===== config.mk =====
export PLATFORM = sky130hd
export DESIGN_NAME = lfsr_gen_flat
export DESIGN_NICKNAME = d
export VERILOG_FILES = /design/src/rtl/lfsr_gen_if.sv /design/src/rtl/lfsr_gen.sv /design/src/flat_wrapper.sv
export SDC_FILE = /design/constraint.sdc
export NUM_CORES = 1
export LEC_CHECK = 0
export CAP_MARGIN = 20
export CORE_MARGIN = 4
export CORE_UTILIZATION = 50
export CTS_BUF_LIST = sky130_fd_sc_hd__clkbuf_4 sky130_fd_sc_hd__clkbuf_8
export DETAILED_ROUTE_END_ITERATION = 10
export PLACE_DENSITY = 0.74
export SLEW_MARGIN = 25
export SYNTH_ARGS = -nofsm -noshare
export SYNTH_HDL_FRONTEND = slang
export SYNTH_SLANG_ARGS = --single-unit

===== constraint.sdc =====
create_clock -name clk50mhz -period 2.1 [get_ports clk50mhz]
set_clock_uncertainty 0.1 [all_clocks]
set_input_delay 0.42 -clock clk50mhz [delete_from_list [all_inputs] [get_ports clk50mhz]]
set_output_delay 0.42 -clock clk50mhz [all_outputs]
set_load 0.05 [all_outputs]

===== src/rtl/lfsr_gen_if.sv =====
// Control/status bundle for lfsr_gen: run/step/load/mode requests in, LFSR state and status pulses out.
interface lfsr_gen_if #(
    parameter int WIDTH = 8
);
    logic             run;
    logic             step;
    logic             mode;
    logic             load;
    logic [WIDTH-1:0] seed_in;
    logic [WIDTH-1:0] lfsr_out;
    logic             tick;
    logic             adv;
    logic [WIDTH-1:0] period;
    logic             wrap;
    logic             lockup;

    modport master (
        output run, step, mode, load, seed_in,
        input  lfsr_out, tick, adv, period, wrap, lockup
    );

    modport slave (
        input  run, step, mode, load, seed_in,
        output lfsr_out, tick, adv, period, wrap, lockup
    );
endinterface


===== src/rtl/lfsr_gen.sv =====
// Fibonacci/Galois LFSR with seed load, clock-enable divider, period counter and lock-up flag.
// Define LFSR_LOCKUP_RECOVER_EN to replace zero loads / all-zero states with SEED.
module lfsr_gen #(
    parameter int               WIDTH = 8,
    parameter logic [WIDTH-1:0] TAPS  = 'hB8,
    parameter logic [WIDTH-1:0] SEED  = 'h01,
    parameter int unsigned      DIV   = 25_000_000
) (
    input logic         clk50mhz,
    input logic         rst,
    lfsr_gen_if.slave   bus
);

`ifdef LFSR_LOCKUP_RECOVER_EN
    localparam bit RECOVER = 1'b1;
`else
    localparam bit RECOVER = 1'b0;
`endif

    localparam int             DIV_W    = (DIV > 1) ? $clog2(DIV) : 1;
    localparam logic [DIV_W-1:0] DIV_LAST = DIV_W'(DIV - 1);

    logic [WIDTH-1:0] state_q, ref_val_q, period_q;
    logic             adv_q, wrap_q, lockup_q;
    logic [DIV_W-1:0] div_q, div_d;

    logic             tick_c, adv_c, zero_c;
    logic [WIDTH-1:0] fib_c, gal_c, nxt_c, load_val_c;

    always_comb begin
        tick_c = bus.run && (div_q == DIV_LAST);
        if (!bus.run || tick_c) begin
            div_d = '0;
        end else begin
            div_d = div_q + DIV_W'(1);
        end

        adv_c  = tick_c || bus.step;
        zero_c = (state_q == '0);
        fib_c  = {state_q[WIDTH-2:0], ^(state_q & TAPS)};
        gal_c  = state_q[0] ? ((state_q >> 1) ^ TAPS) : (state_q >> 1);
        nxt_c  = bus.mode ? gal_c : fib_c;
        // An all-zero state is a fixed point of both structures; recovery jumps back to SEED.
        if (RECOVER && zero_c) begin
            nxt_c = SEED;
        end

        load_val_c = bus.seed_in;
        if (RECOVER && (bus.seed_in == '0)) begin
            load_val_c = SEED;
        end
    end

    always_ff @(posedge clk50mhz or posedge rst) begin
        if (rst) begin
            state_q   <= SEED;
            ref_val_q <= SEED;
            period_q  <= '0;
            adv_q     <= 1'b0;
            wrap_q    <= 1'b0;
            lockup_q  <= 1'b0;
            div_q     <= '0;
        end else begin
            div_q  <= div_d;
            adv_q  <= 1'b0;
            wrap_q <= 1'b0;
            if (bus.load) begin
                state_q   <= load_val_c;
                ref_val_q <= load_val_c;
                period_q  <= '0;
                lockup_q  <= 1'b0;
            end else if (adv_c) begin
                state_q <= nxt_c;
                adv_q   <= 1'b1;
                if (zero_c) begin
                    lockup_q <= 1'b1;
                end
                if (nxt_c == ref_val_q) begin
                    wrap_q   <= 1'b1;
                    period_q <= '0;
                end else if (RECOVER && zero_c) begin
                    period_q <= '0;
                end else if (period_q != '1) begin
                    period_q <= period_q + WIDTH'(1);
                end
            end
        end
    end

    assign bus.lfsr_out = state_q;
    assign bus.tick     = tick_c;
    assign bus.adv      = adv_q;
    assign bus.period   = period_q;
    assign bus.wrap     = wrap_q;
    assign bus.lockup   = lockup_q;

endmodule


===== src/flat_wrapper.sv =====
// flat-port wrapper written by rule: the top's interface ports become plain ports
module lfsr_gen_flat 
#(
    parameter int               WIDTH = 8,
    parameter logic [WIDTH-1:0] TAPS  = 'hB8,
    parameter logic [WIDTH-1:0] SEED  = 'h01,
    parameter int unsigned      DIV   = 25_000_000
)
  (clk50mhz, rst, bus_run, bus_step, bus_mode, bus_load, bus_seed_in, bus_lfsr_out, bus_tick, bus_adv, bus_period, bus_wrap, bus_lockup);
  lfsr_gen_if #(.WIDTH(WIDTH)) bus_i ();
  input logic clk50mhz;
  input logic rst;
  input wire logic [$bits(bus_i.run)-1:0] bus_run;
  input wire logic [$bits(bus_i.step)-1:0] bus_step;
  input wire logic [$bits(bus_i.mode)-1:0] bus_mode;
  input wire logic [$bits(bus_i.load)-1:0] bus_load;
  input wire logic [$bits(bus_i.seed_in)-1:0] bus_seed_in;
  output wire logic [$bits(bus_i.lfsr_out)-1:0] bus_lfsr_out;
  output wire logic [$bits(bus_i.tick)-1:0] bus_tick;
  output wire logic [$bits(bus_i.adv)-1:0] bus_adv;
  output wire logic [$bits(bus_i.period)-1:0] bus_period;
  output wire logic [$bits(bus_i.wrap)-1:0] bus_wrap;
  output wire logic [$bits(bus_i.lockup)-1:0] bus_lockup;
  assign bus_i.run = bus_run;
  assign bus_i.step = bus_step;
  assign bus_i.mode = bus_mode;
  assign bus_i.load = bus_load;
  assign bus_i.seed_in = bus_seed_in;
  assign bus_lfsr_out = bus_i.lfsr_out;
  assign bus_tick = bus_i.tick;
  assign bus_adv = bus_i.adv;
  assign bus_period = bus_i.period;
  assign bus_wrap = bus_i.wrap;
  assign bus_lockup = bus_i.lockup;
  lfsr_gen #(.WIDTH(WIDTH), .TAPS(TAPS), .SEED(SEED), .DIV(DIV)) u_core (.clk50mhz(clk50mhz), .rst(rst), .bus(bus_i));
endmodule

==> metrics.md, run 1 <==
| Metric | Value |
|---|---|
| Status | finished with violations |
| Failing checks | negative setup slack |
| Die H | 84.6 um |
| Unrepaired setup endpoints after global routing | yes |
| First-pass GRT wire length | 10700 um |
| Crit path capture | bus_tick |
| Initial Util | a little over half |
| Max-slew violations | 0 |
| Vias in the first global route | between 2000 and 2500 |
| TritonCTS Sinks | 52 |
| Htree depth | 2 |
| Worst skew pair latency | 0.31 ns |
| CTS Buf Count | 5 |
| Most used DFF post-synth | dfrtp_1 |
| Crit path max fanout | 6 |
| FFs w/ async S/R, synth | 100% |
| Leak pwr | 0.00169 uW |
| TritonRoute pass-1 iters | 4 |
| Layout area overhead | 30.0% |
| Slew of the pin with the lowest slew margin | 0.518 ns |
| Initial antenna violation count | 0 |
| CP startpoint | u_core.div_q[12] |
| Routed WL per cell | roughly 16 um |
| Total power draw | around 2300 uW |
| F_max | 467 MHz |
| Floorplan row count | 27 |
| Die area | between 7000 and 8000 um^2 |
| Final setup margin | -0.0415 ns |
| Fraction of layout cells with a size suffix above 1 | between 20% and 30% |
| Longest Clk Path Bufs | 2 |
| Min cycle time layout | between 2 and 2.5 ns |
| Commonest non-fill, non-tap cell in the layout | dfrtp_1 |
| Vias per inst | 5.56 |
| Antenna-violating nets left | 0 |
| Hpwl dp | 4270 um |
| Fin nets | around 370 |
| Critical path data arrival time | between 1.5 and 2 ns |
| Pwr/cell area | 595 nW/um^2 |
| I/O Pins | 34 |
| FF-to-FF Start | u_core.bus.lfsr_out[0] |
| Diodes inserted | 0 |
| GR Overflow Total | 0 |
| Hold Vio Cnt, Final | 0 |
| Req. time, crit path | 1.58 ns |
| Startpoint types | flop |
| Die width | around 85 um |
| Part of the cycle the worst path needs | 102% |
| Fillers | about 430 |
| # setup viols final | 1 |
| VDD IR max | between 0.4 and 0.5 mV |
| Port bufs | 33 |
| Place WS | -0.515 ns |
| Max-Cap Viols | 0 |
| Detailed Route Iter0 Violations | 219 |
| Commonest cells after routing, fill and taps aside | 47 x dfrtp_1, 39 x nor2_1, 39 x buf_4 |
| Syn Nets | roughly 310 |
| CTS Hold Bufs | 0 |
| CP Class | flop to primary output |
| Via count | between 2000 and 2500 |
| CTS clk-pin slew, worst paths | ~0.09 ns |
| Synth Cell Area | between 2000 and 3000 um^2 |
| DRT Wirelength | just under 7000 um |
| Post-synth EDFFs | 0 |
| Core ar. | 5610 um^2 |
| R2r setup slk | around 0.030 ns |
| Overall global routing resource usage | around 18% |
| Root Buffer Master | clkbuf_8 |
| Sequential share of the synthesized area | between 40% and 50% |
| Largest net degree at the start of global routing | 53 |
| Worst relative slew slack | between 60% and 70% |
| Gpl congestion | roughly 0.85 |
| Worst R2R End | u_core.bus.period[2] |
| DRC Markers | 0 |
| Yosys reg bits | 52 |
| Syn. warnings | 0 |
| Synth cell types | 43 |
| Cells after synthesis | ~300 |
| Hold WC Path Type | primary input to async pin |
| CTS tree | done |
| Worst r2r path cells | 6 |
| CP Capture Type | primary output |
| Mean post-synth cell area | a little under 10 um^2 |
==> where the power goes <==
part	internal, uW	switching (uW)
Sequential	1050	42.4
Clock	233	339
Combinational	279	331
==> registers in the layout (all words and copies together) (netlist names) <==
signal,count
u_core.bus.adv,1
u_core.bus.period,8
u_core.bus.lockup,1
u_core.ref_val_q,8
u_core.bus.lfsr_out,8
u_core.div_q,25
u_core.bus.wrap,1
==> how the worst min path moves through the flow <==
stage	cells past startpoint	to
6_report	3	u_core.div_q[0]
5_1_grt	3	u_core.ref_val_q[7]
3_3_place_gp	2	u_core.ref_val_q[0]
3_5_place_dp	2	u_core.bus.lockup
2_1_floorplan	1	u_core.div_q[0]
4_1_cts	3	u_core.bus.lfsr_out[7]
==> kinds of logic after synthesis <==
group	count (synthesis)	share of synthesized area, %
buf+inv	26	5.93
mux	10	3.54
xor+xnor	39	12.1
compound gates	45	10.3
fa+ha+maj	3	1.28
flops	52	44.5
simple gates	121	22.4
==> synthesized netlist by cell type (2+ instances only) <==
library cell	n	area share [%]
a211oi_1	7	1.8
a21oi_1	12	2.0
a21oi_2	5	1.5
a31oi_1	5	1.1
and3_1	7	1.5
and4_1	5	1.5
buf_2	3	0.51
buf_6	3	1.2
clkbuf_1	2	0.26
clkbuf_8	5	2.3
dfrtp_1	50	43
dfstp_2	2	1.8
ha_1	3	1.3
inv_1	13	1.7
mux2_2	3	1.2
mux2i_1	7	2.4
nand2_1	20	2.6
nand3_1	17	2.9
nand4_1	8	1.7
nor2_1	41	5.2
nor3_1	6	1.0
nor3_2	4	1.4
o21ai_0	10	1.7
o21ai_1	2	0.34
or3_1	2	0.43
xnor2_1	13	3.9
xor2_1	25	7.5
==> worst max-delay path, cell delays in order, from the launching register on <==
cell and delay [ns]:
dfrtp_1 0.46, nand4_4 0.17, nor4_4 0.28, and4_4 0.27
buf_12 0.13
==> area by class of cell <==
| type | instances | area, um^2 | area share, % |
|---|---|---|---|
| clock buffer | 5 | 68.8 | 1.81 |
| clock inverter | 3 | 18.8 | 0.492 |
| inverter | 13 | 48.8 | 1.28 |
| multi-input combinational | 219 | 1650 | 43.2 |
| sequential | 52 | 1310 | 34.3 |
| tap | 72 | 90.1 | 2.36 |
| timing repair buffer | 64 | 631 | 16.5 |
==> routing by layer <==
metal	share of wire, %	global-route usage (%)	wire length [um]	vias up
met5	0	0	0	-
met4	1.5	7.19	100	0
met3	4.5	2.65	300	10
met2	52	32.0	3500	55
met1	42	22.3	2840	1162
li1	-	-	-	1153
==> per-stage QoR <==
stage	hold WS, ns	TNS [ns]	instances	instance area [um^2]	utilization (%)
2_1_floorplan	0.368	-0.331	296	2960	-
3_3_place_gp	0.414	-3.46	411	3460	61.7
3_5_place_dp	0.407	-4.23	411	3460	61.7
4_1_cts	0.357	-0.138	421	3570	63.7
5_1_grt	0.379	-0.478	428	3810	68.0
6_report	0.355	-0.0415	428	3810	68.0
==> timing repair <==
action	CTS	global route
cloned	0	3
pin swaps	4	11
gates resized for setup	5	30
setup buffers	2	4
endpoints found under the setup margin	10	11
Note: power is estimated with default switching activity, not from simulation.
==> run 2: changes to the inputs <==
--- a/config.mk
+++ b/config.mk
@@ -11,7 +11,7 @@
 export CTS_BUF_LIST = sky130_fd_sc_hd__clkbuf_4 sky130_fd_sc_hd__clkbuf_8
 export DETAILED_ROUTE_END_ITERATION = 10
 export PLACE_DENSITY = 0.74
-export SLEW_MARGIN = 25
+export SLEW_MARGIN = 30
 export SYNTH_ARGS = -nofsm -noshare
 export SYNTH_HDL_FRONTEND = slang
 export SYNTH_SLANG_ARGS = --single-unit
==> results of run 2 <==
The final DEF is identical to that of run 1; final timing and power are the same.
